File: src/rtl/fifo_burst_framer_pkg.sv
// Shared types and helpers for the FIFO burst framer: FSM state encoding and a width helper.
package fifo_burst_framer_pkg;

  typedef enum logic [1:0] {
    ST_IDLE  = 2'd0,
    ST_BURST = 2'd1,
    ST_PAD   = 2'd2
  } state_t;

  // Bits needed to index 0..value-1, never less than 1.
  function automatic int unsigned clog2_min1(input int unsigned value);
    int unsigned r;
    r = 0;
    for (int unsigned i = 0; i < 32; i++) begin
      if ((32'd1 << i) < value) r = i + 1;
    end
    if (r == 0) r = 1;
    return r;
  endfunction

endpackage

File: src/rtl/skid_buf2.sv
// Two-entry register buffer; head is the oldest word, simultaneous push/pop keeps the count.
module skid_buf2 #(
  parameter int unsigned DATA_WIDTH = 16
) (
  input  logic                  clk,
  input  logic                  rst,
  input  logic                  push,
  input  logic                  pop,
  input  logic [DATA_WIDTH-1:0] din,
  output logic [1:0]            count,
  output logic [DATA_WIDTH-1:0] head
);

  logic [DATA_WIDTH-1:0] entry0;
  logic [DATA_WIDTH-1:0] entry1;
  logic [1:0]            cnt;

  always_ff @(posedge clk) begin
    if (rst) begin
      entry0 <= '0;
      entry1 <= '0;
      cnt    <= 2'd0;
    end else if (push && pop) begin
      if (cnt == 2'd2) begin
        entry0 <= entry1;
        entry1 <= din;
      end else begin
        entry0 <= din;
      end
    end else if (push) begin
      if (cnt == 2'd0) entry0 <= din;
      else             entry1 <= din;
      cnt <= cnt + 2'd1;
    end else if (pop) begin
      entry0 <= entry1;
      cnt    <= cnt - 2'd1;
    end
  end

  assign count = cnt;
  assign head  = entry0;

endmodule

File: src/rtl/fifo_burst_framer.sv
// Pops words from a 1-cycle-latency FIFO and frames them into fixed-length packets on a valid/ready
// stream, padding a stalled packet with PAD_VALUE words after a timeout.
module fifo_burst_framer
  import fifo_burst_framer_pkg::*;
#(
  parameter int unsigned          DATA_WIDTH  = 16,
  parameter int unsigned          BURST_LEN   = 4,
  parameter int unsigned          TIMEOUT_CYC = 8,
  parameter logic [DATA_WIDTH-1:0] PAD_VALUE  = DATA_WIDTH'(16'hDEAD)
) (
  input  logic                  i_sys_clk,
  input  logic                  i_sys_rst,
  input  logic                  i_fifo_empty,
  input  logic [DATA_WIDTH-1:0] i_fifo_rdata,
  output logic                  o_fifo_rden,
  output logic [DATA_WIDTH-1:0] o_tdata,
  output logic                  o_tvalid,
  input  logic                  i_tready,
  output logic                  o_tlast,
  output logic                  o_pad,
  output logic [15:0]           o_pkt_cnt,
  output logic                  o_busy
);

  localparam int unsigned CW = clog2_min1(BURST_LEN);
  localparam int unsigned TW = clog2_min1(TIMEOUT_CYC + 1);

  state_t                state, state_n;
  logic [CW-1:0]         word_cnt, word_cnt_n;
  logic [TW-1:0]         tcnt, tcnt_n;
  logic [15:0]           pkt_cnt, pkt_cnt_n;
  logic                  inflight;
  logic [1:0]            buf_count;
  logic [DATA_WIDTH-1:0] buf_head;
  logic                  xfer;
  logic                  pop;
  logic                  is_last;
  logic                  starved;

  skid_buf2 #(.DATA_WIDTH(DATA_WIDTH)) u_buf (
    .clk   (i_sys_clk),
    .rst   (i_sys_rst),
    .push  (inflight),
    .pop   (pop),
    .din   (i_fifo_rdata),
    .count (buf_count),
    .head  (buf_head)
  );

  // Credit: never have more words buffered or returning than the buffer can hold.
  assign o_fifo_rden = !i_fifo_empty && (state != ST_PAD) &&
                       ((3'(buf_count) + 3'(inflight)) < 3'd2);

  assign o_tvalid  = (state == ST_PAD) || (buf_count != 2'd0);
  assign o_tdata   = (state == ST_PAD) ? PAD_VALUE : buf_head;
  assign is_last   = (word_cnt == CW'(BURST_LEN - 1));
  assign o_tlast   = is_last;
  assign o_pad     = (state == ST_PAD);
  assign o_busy    = (state != ST_IDLE);
  assign o_pkt_cnt = pkt_cnt;

  assign xfer    = o_tvalid && i_tready;
  assign pop     = xfer && (state != ST_PAD);
  assign starved = (buf_count == 2'd0) && !inflight && i_fifo_empty;

  // Next-state: packet progress, timeout tracking and packet count.
  always_comb begin
    state_n    = state;
    word_cnt_n = word_cnt;
    tcnt_n     = '0;
    pkt_cnt_n  = pkt_cnt;

    if (xfer) begin
      if (is_last) begin
        word_cnt_n = '0;
        pkt_cnt_n  = pkt_cnt + 16'd1;
        state_n    = ST_IDLE;
      end else begin
        word_cnt_n = word_cnt + CW'(1);
        if (state == ST_IDLE) state_n = ST_BURST;
      end
    end

    if ((state == ST_BURST) && starved) begin
      if ((TIMEOUT_CYC != 0) && ((tcnt + TW'(1)) == TW'(TIMEOUT_CYC))) begin
        state_n = ST_PAD;
      end else begin
        tcnt_n = tcnt + TW'(1);
      end
    end
  end

  always_ff @(posedge i_sys_clk) begin
    if (i_sys_rst) begin
      state    <= ST_IDLE;
      word_cnt <= '0;
      tcnt     <= '0;
      pkt_cnt  <= '0;
      inflight <= 1'b0;
    end else begin
      state    <= state_n;
      word_cnt <= word_cnt_n;
      tcnt     <= tcnt_n;
      pkt_cnt  <= pkt_cnt_n;
      inflight <= o_fifo_rden;
    end
  end

endmodule
File: config.mk
export PLATFORM = sky130hd
export DESIGN_NAME = fifo_burst_framer
export DESIGN_NICKNAME = d
export VERILOG_FILES = /design/src/rtl/fifo_burst_framer_pkg.sv /design/src/rtl/skid_buf2.sv /design/src/rtl/fifo_burst_framer.sv
export SDC_FILE = /design/constraint.sdc
export NUM_CORES = 1
export LEC_CHECK = 0
export ABC_AREA = 1
export CAP_MARGIN = 25
export CORE_UTILIZATION = 52
export CTS_CLUSTER_DIAMETER = 120
export DETAILED_ROUTE_END_ITERATION = 8
export HOLD_SLACK_MARGIN = 0.12
export PLACE_DENSITY = 0.92
export SYNTH_ARGS = -nofsm -noshare
export SYNTH_HDL_FRONTEND = slang
export SYNTH_SLANG_ARGS = --single-unit
File: constraint.sdc
create_clock -name i_sys_clk -period 1.9 [get_ports i_sys_clk]
set_clock_uncertainty 0.2 [all_clocks]
set_input_delay 0.19 -clock i_sys_clk [delete_from_list [all_inputs] [get_ports i_sys_clk]]
set_output_delay 0.19 -clock i_sys_clk [all_outputs]
set_load 0.03 [all_outputs]
==> run summary, run 1 <==
EDFF count, synth: 0
Max-slew violations: 0
Main combinational cell family by area after synthesis: simple AND/OR/NAND/NOR gates
Met2 Wirelength: 4090 µm
ANT nets after route: 0
Hold path startpoint: i_fifo_rdata[0]
Most numerous cell in the Yosys netlist: nand2_1
Gpl congestion: 0.829
Post-synthesis mux area share: 0%
PortBufs: 56
Least-Margin Pin Slew: 367 ps
DP Cell Count: 585
Top Metal Used: met4
Clock sink count: 59
DRC Markers: 0
FP Rows: 27
Metal3 WL: 621 µm
Synthesized area: 3050 µm²
Post-synthesis sequential area ratio: 38.7%
Max Cap Viol: 0
Worst EP required: 1510 ps
Crit start category: flip-flop
Total vias in the final route: 3360
Worst-path clk slew: 70 ps
Top cell type's share of synthesized area: 38.7%
Synth Area in Compound Gates: 17.0%
Syn-to-layout area delta: 34.3%
Hold Crit Class: primary input to flip-flop
Post-Synth XOR/XNOR Area: 1.43%
WS Path Type: flip-flop to primary output
Rel. slew slack: 75.4%
Power consumption: 4.36 mW
Critical Path AT: 1490 ps
Setup Slack @ Placement: -20.3 ps
CTS Buf Count: 9
Critical path origin: state[0]
DRT Pass-1 Iters: 8
Adder-cell share of the synthesized area: 1.64%
Outcome: finished clean
Final WL: 8610 µm
Area leader, netlist: dfxtp_1
Yosys warns: 0
DPL Wire Length: 5330 µm
Number of global-route vias before repair: 3132
Async SR Flop Fraction: 0%
Syn Nets: 487
IO Count: 57
Peak VDD IR: 0.453 mV
Period utilization: 99.1%
Critical path buffers and inverters: 3
Clock Latency Late Sink: 350 ps
RSZ-0062 raised after global routing: yes
CP top delay family: buffers and inverters
N_diodes: 0
Worst Slack Setup Final: 17.0 ps
Initial antenna violation count: 0
Crit path cell chain: inv_2 -> nand2_4 -> buf_4 -> nand2_2 -> clkdlybuf4s15_1
Global-route wire length before repair: 14200 µm
Main flop type after synthesis: dfxtp_1
Wire per inst: 14.3 µm
Register bit count reported by yosys: 59
Die area: 6180 µm²
Worst setup EP type: primary output
Post-route minimum period: 1880 ps
Iteration-0 DRC Markers: 265
Synth Area in Simple Gates: 32.0%
Layout fillers: 407
Synth unique cells: 26
Final net count: 550
Finished Layout Cells: 603
TNS Setup: 0 ps
Setup violators final: 0
CTS H-tree lvls: 3
Max Buffers Root-to-Sink: 2
Vias per cell: 5.57
Synth top area cells: dfxtp_1, nand2_1, o21ai_0
Die Span Y: 78.6 µm
CTS tree: built
Die width: 78.6 µm
Global route total overflow: 0
Top post-synthesis cells by count: nand2_1, dfxtp_1, o21ai_0
Total global-route track usage: 29.4%
Final hold viol count: 0
Worst-path maximum fanout: 4
Root Buffer: clkbuf_8
Crit-path slowest cell: clkdlybuf4s15_1
Largest net degree at the start of global routing: 33
Layout cells sized above 1: 16.0%
Starting density of the core: 54.8%
Static leakage: 1.86 nW
Largest stage delay, worst path: 380 ps
PD cells: 1060 nW/µm²
Core Region: 5570 µm²
Reg-to-Reg Start: state[0]
Max Clock Freq: 531 MHz
Syn Area/Cell: 6.59 µm²
Metal-1 WL: 3440 µm
Post-Synthesis Cells: 463
power by group:
group,total (mW),internal [mW],switching (mW)
logic,1.35,0.536,0.819
clock network,1.49,0.977,0.517
registers,1.52,1.40,0.112
per-stage QoR:
step	utilization (%)	instance area [µm²]	hold WS (ps)
2_1_floorplan	-	3050	122
3_3_place_gp	67.1	3740	228
3_5_place_dp	67.1	3740	238
4_1_cts	72.3	4030	224
5_1_grt	73.5	4100	236
6_report	73.5	4100	226
cell usage in the layout (no fill, tap or decap), types with 3 or more instances in the layout:
master           count
o21ai_0             55
nor2_1              42
nand3_1             28
clkdlybuf4s50_1     31
nor3_1               6
xnor2_1              5
nand4_1              3
inv_2                6
bufinv_16            3
buf_4               19
buf_12               5
ha_1                 4
or2_2                9
nor2_2               4
dfxtp_1             57
dlymetal6s2s_1       4
buf_6               11
inv_1               41
nand2_1            121
a21oi_1             44
clkbuf_8            12
registers in the layout, indices dropped and copies added, names as in the netlist:
register and count:
o_pkt_cnt 16, u_buf.entry1 16, u_buf.head 16, tcnt 4
state 2, u_buf.count 2, word_cnt 2, inflight 1
cell type report:
| type | count | area, µm² | share of cell area, % |
|---|---|---|---|
| clock buffers | 12 | 165 | 4.03 |
| well taps | 72 | 90.1 | 2.20 |
| inverters | 48 | 184 | 4.49 |
| repair buffers | 74 | 769 | 18.8 |
| clock inverters | 4 | 95.1 | 2.32 |
| multi-input cells | 334 | 1610 | 39.3 |
| flip-flops and latches | 59 | 1180 | 28.9 |
metal layers:
| layer | GRT usage (%) | vias to the layer above |
|---|---|---|
| met5 | 0 | - |
| met4 | 20.7 | 0 |
| met3 | 5.23 | 48 |
| met2 | 48.6 | 196 |
| met1 | 34.2 | 1505 |
| li1 | - | 1611 |
what timing repair did:
action / 4_1_cts / 5_1_grt
gates cloned: 0 / 0
resized for setup: 11 / 21
hold buffers: 0 / 0
buffers inserted: 2 / 0
endpoints found under the setup margin: 20 / 27
worst min-delay path, stage by stage:
cell and delay, ps:
clkdlybuf4s50_1 390, inv_1 80, a21oi_1 60
cell families after synthesis:
logic type	count (synthesis)
buffers and inverters	70
AOI/OAI and AO/OA	101
adders and majority gates	4
and+or+nand+nor	224
DFF	59
xor gates and xnor gates	5
final timing paths:
check                     to  slack (ps)  cells after the start
max reg2reg  u_buf.entry1[8]          40                     10
min reg2reg          tcnt[0]         250                      1
max                 o_tvalid          20                      5
min          u_buf.entry1[0]         230                      3
No activity file was read; power rests on OpenSTA's default activity.
==> inputs of run 2 (changes only) <==
Settings changed: CAP_MARGIN 25 to 30, MAX_ROUTING_LAYER set to met4.
==> run 2 against run 1 <==
Critical path depth is 1 higher. Largest cell class unchanged. Largest power group unchanged. Final cell count stayed put. Worst hold slack improved by 2.3 ps. Critical path type unchanged.
==> run summary, run 2 (same netlist as run 1, synthesis figures left out) <==
Clock sink count: 59
Post-route minimum period: 1890 ps
Largest stage delay, worst path: 340 ps
Total vias in the final route: 3354
Global-route wire length before repair: 14200 µm
PortBufs: 56
Worst-path clk slew: 70 ps
DP Cell Count: 585
Least-Margin Pin Slew: 385 ps
Max Clock Freq: 529 MHz
Hold Path Stages: 3
DRC Markers: 0
N_diodes: 0
DRT Pass-1 Iters: 6
Layout cells sized above 1: 16.0%
Setup violators final: 0
Critical Path AT: 1500 ps
Worst R2R Path Depth: 10
Largest net degree at the start of global routing: 33
DPL Wire Length: 5330 µm
CTS tree: built
Core Region: 5570 µm²
Max Cap Viol: 0
IO Count: 57
Final hold viol count: 0
Finished Layout Cells: 603
Crit start category: flip-flop
Root Buffer: clkbuf_8
Period utilization: 99.5%
Die Span Y: 78.6 µm
Most frequent cells in the layout: nand2_1, dfxtp_1, o21ai_0, a21oi_1, nor2_1
Syn-to-layout area delta: 33.2%
Die area: 6180 µm²
TNS Setup: 0 ps
FP Rows: 27
Starting density of the core: 54.8%
Worst hold margin: 228 ps
Worst setup EP type: primary output
Vias per cell: 5.56
Max Buffers Root-to-Sink: 2
ANT nets after route: 0
PD cells: 1060 nW/µm²
Gpl congestion: 0.842
Rel. slew slack: 74.1%
WS Path Type: flip-flop to primary output
Wire per inst: 14.1 µm
Die width: 78.6 µm
Static leakage: 1.85 nW
Number of global-route vias before repair: 3129
Final WL: 8490 µm
Max-slew violations: 0
CTS H-tree lvls: 3
CP dominant cell by count: buf_6
Hold Crit Class: primary input to flip-flop
Initial antenna violation count: 0
Final net count: 550
Clock Latency Late Sink: 350 ps
Global route total overflow: 0
Peak VDD IR: 0.450 mV
Crit path cell chain: inv_2 -> nand2_4 -> clkinvlp_4 -> buf_6 -> or2_2 -> buf_6
Total global-route track usage: 30.3%
Iteration-0 DRC Markers: 281
Worst EP required: 1510 ps
Outcome: finished clean
RSZ-0062 raised after global routing: yes
Commonest non-fill, non-tap cell in the layout: nand2_1
CTS Buf Count: 9
Crit-path slowest cell: dfxtp_2
Worst-path maximum fanout: 17
-- run 2: where the power goes --
part	internal [mW]	leakage [nW]	switching (mW)
clock	0.977	0.133	0.506
sequential	1.40	0.480	0.110
combinational	0.519	1.24	0.811
-- run 2: area by class of cell --
cell class	instances	area [µm²]
Clock inverter	4	95.1
Tap cell	72	90.1
Sequential cell	59	1180
Multi-Input combinational cell	334	1610
Clock buffer	12	165
Timing Repair Buffer	74	743
Inverter	48	184
Fill cell	417	1510
-- run 2: final timing paths --
path | slack [ps] | start | to
worst max register to register | 80 | state[0] | u_buf.entry1[8]
worst min register to register | 250 | tcnt[0] | tcnt[0]
worst min-delay path | 230 | i_fifo_rdata[0] | u_buf.entry1[0]
worst max-delay path | 9 | state[0] | o_tdata[9]
-- run 2: through the flow --
stage | instance area (µm²) | utilization, % | total power [mW] | worst slack, ps
floorplan | 3050 | - | 2.39 | 78.4
global placement | 3740 | 67.1 | 2.76 | 7.55
detailed placement | 3740 | 67.1 | 2.81 | -20.3
CTS | 4030 | 72.3 | 4.28 | 9.83
global route | 4070 | 73.0 | 4.53 | -33.6
finish | 4070 | 73.0 | 4.33 | 9.37
-- run 2: per-layer routing --
layer / vias to the layer above / global-route usage [%] / part of all wire, %
li1: 1608 / - / -
met1: 1492 / 34.5 / 39
met2: 203 / 48.6 / 48
met3: 51 / 5.23 / 8.0
met4: 0 / 20.7 / 5.2
met5: - / - / 0
-- run 2: critical path: cells and delay by family, from the launching register on --
kind | cells | cell delay (ps)
buf+inv | 4 | 440
simple gates | 2 | 380
flops | 1 | 340
-- run 2: timing repair --
item | in CTS | in global routing
hold buffers | 0 | 0
endpoints found under the setup margin | 20 | 27
setup buffers | 2 | 0
gates resized for setup | 11 | 12
==> inputs of run 3 (changes only) <==
Settings changed: CORE_MARGIN set to 2.
==> run 3 against run 2 <==
The run now ends with setup timing left. Sequential cell count is the same. Critical endpoint unchanged. First-iteration DRC count shrank 6.4%. Cell area shrank 0.52%. Non-clock buffer count grew 8. Sequential share of layout area grew 0.12 points.
==> run summary, run 3 (same netlist as run 1, synthesis figures left out) <==
Die area: 6500 µm²
Hold-fix buffer count after cts: 0
Clock sink count: 59
Die width: 80.6 µm
Total global-route track usage: 26.4%
CTS Buf Count: 9
Final hold viol count: 0
Hold path startpoint: i_fifo_rdata[9]
Power consumption: 3.88 mW
Period utilization: 101%
Root Buffer: clkbuf_8
Worst-path clk slew: 60 ps
Commonest non-fill, non-tap cell in the layout: nand2_1
Critical Path AT: 1530 ps
Static leakage: 1.79 nW
TNS Setup: -66.5 ps
Worst Slack Setup Final: -19.5 ps
Max Clock Freq: 521 MHz
CTS tree: built
Max Cap Viol: 0
Layout fillers: 401
Total vias in the final route: 3389
CTS H-tree lvls: 3
Syn-to-layout area delta: 32.5%
Hold Path Stages: 3
Layout cells sized above 1: 17.1%
Iteration-0 DRC Markers: 263
Post-route minimum period: 1920 ps
DRC Markers: 0
Most frequent cells in the layout: nand2_1, dfxtp_1, o21ai_0, a21oi_1, inv_1
Reg2reg setup slack: 20 ps
DRT Pass-1 Iters: 5
DP Cell Count: 588
Outcome: finished with violations
Global route total overflow: 0
Setup violators final: 6
Number of global-route vias before repair: 3034
Peak VDD IR: 0.573 mV
DPL Wire Length: 5570 µm
RSZ-0062 raised after global routing: yes
Max Buffers Root-to-Sink: 2
ANT nets after route: 0
Finished Layout Cells: 610
Vias per cell: 5.56
Reg-to-Reg Start: u_buf.count[0]
Rel. slew slack: 76.0%
Worst EP required: 1510 ps
Die Span Y: 80.6 µm
Largest net degree at the start of global routing: 33
PD cells: 959 nW/µm²
Wire per inst: 14.1 µm
IO Count: 57
Initial antenna violation count: 0
Worst R2R Path Depth: 8
Worst-path maximum fanout: 8
Max-slew violations: 0
Clock Latency Late Sink: 340 ps
Core Region: 5570 µm²
Final Instance Area: 4050 µm²
Crit start category: flip-flop
Gpl congestion: 0.842
Failing checks: setup timing
Hold Path End: u_buf.entry1[9]
N_diodes: 0
PortBufs: 56
Final net count: 558
Placed Area: 3750 µm²
Least-Margin Pin Slew: 357 ps
Final WL: 8580 µm
Global-route wire length before repair: 13000 µm
Hold Crit Class: primary input to flip-flop
FP Rows: 27
Worst setup EP type: primary output
Starting density of the core: 54.8%
WS Path Type: flip-flop to primary output
RR Endpoint: u_buf.head[10]
[run 3: repair_timing]
action                                  in CTS  in global routing
endpoints found under the setup margin      19                 27
gates resized for setup                      9                 27
buffers inserted                             6                  1
pin swaps                                    1                  0
[run 3: cell type report]
class / instances / area, µm² / share of cell area, %
clock buffers: 12 / 145 / 3.59
well taps: 72 / 90.1 / 2.23
repair buffers: 82 / 808 / 20.0
multi-input cells: 334 / 1620 / 40.0
flip-flops and latches: 59 / 1180 / 29.2
clock inverters: 3 / 15.0 / 0.371
inverters: 48 / 186 / 4.61
[run 3: worst max-delay path, cell delays in order, from the launching register on]
cell        delay [ps]
dfxtp_2            360
inv_4               50
nand2_4             90
clkinvlp_4         100
buf_6              140
or2_2              300
buf_6              150
[run 3: report_power, final]
| group | internal [mW] | leakage (nW) | switching, mW |
|---|---|---|---|
| Clock | 0.495 | 0.0860 | 0.471 |
| Sequential | 1.40 | 0.480 | 0.120 |
| Combinational | 0.544 | 1.22 | 0.846 |
| Total | 2.44 | 1.79 | 1.44 |
[run 3: layer usage]
| layer | global-route usage [%] | part of all wire, % | wire length, µm | up-vias |
|---|---|---|---|---|
| li1 | - | - | - | 1627 |
| met1 | 29.6 | 39 | 3350 | 1476 |
| met2 | 42.8 | 48 | 4090 | 225 |
| met3 | 5.28 | 8.0 | 687 | 61 |
| met4 | 17.3 | 5.3 | 456 | 0 |
| met5 | - | 0 | 0 | - |
[run 3: how the worst max path moves through the flow]
stage | from | slack, ps | end | depth (start not counted)
finish | state[0] | -20 | o_tdata[9] | 6
global route | u_buf.count[0] | -60 | u_buf.entry1[10] | 9
CTS | state[0] | 7 | o_tdata[10] | 6
detailed placement | i_tready | -30 | u_buf.head[11] | 7
global placement | i_tready | 20 | u_buf.head[12] | 7
floorplan | state[0] | 80 | o_tdata[13] | 5
[run 3: per-stage QoR]
| stage | hold slack (ps) | utilization, % | worst slack (ps) |
|---|---|---|---|
| after detailed placement | 252 | 67.3 | -28.2 |
| final | 239 | 72.6 | -19.5 |
| after global placement | 229 | 67.3 | 23.5 |
| after global routing | 264 | 72.6 | -57.8 |
| after floorplan | 122 | - | 78.4 |
| after CTS | 237 | 71.1 | 6.64 |
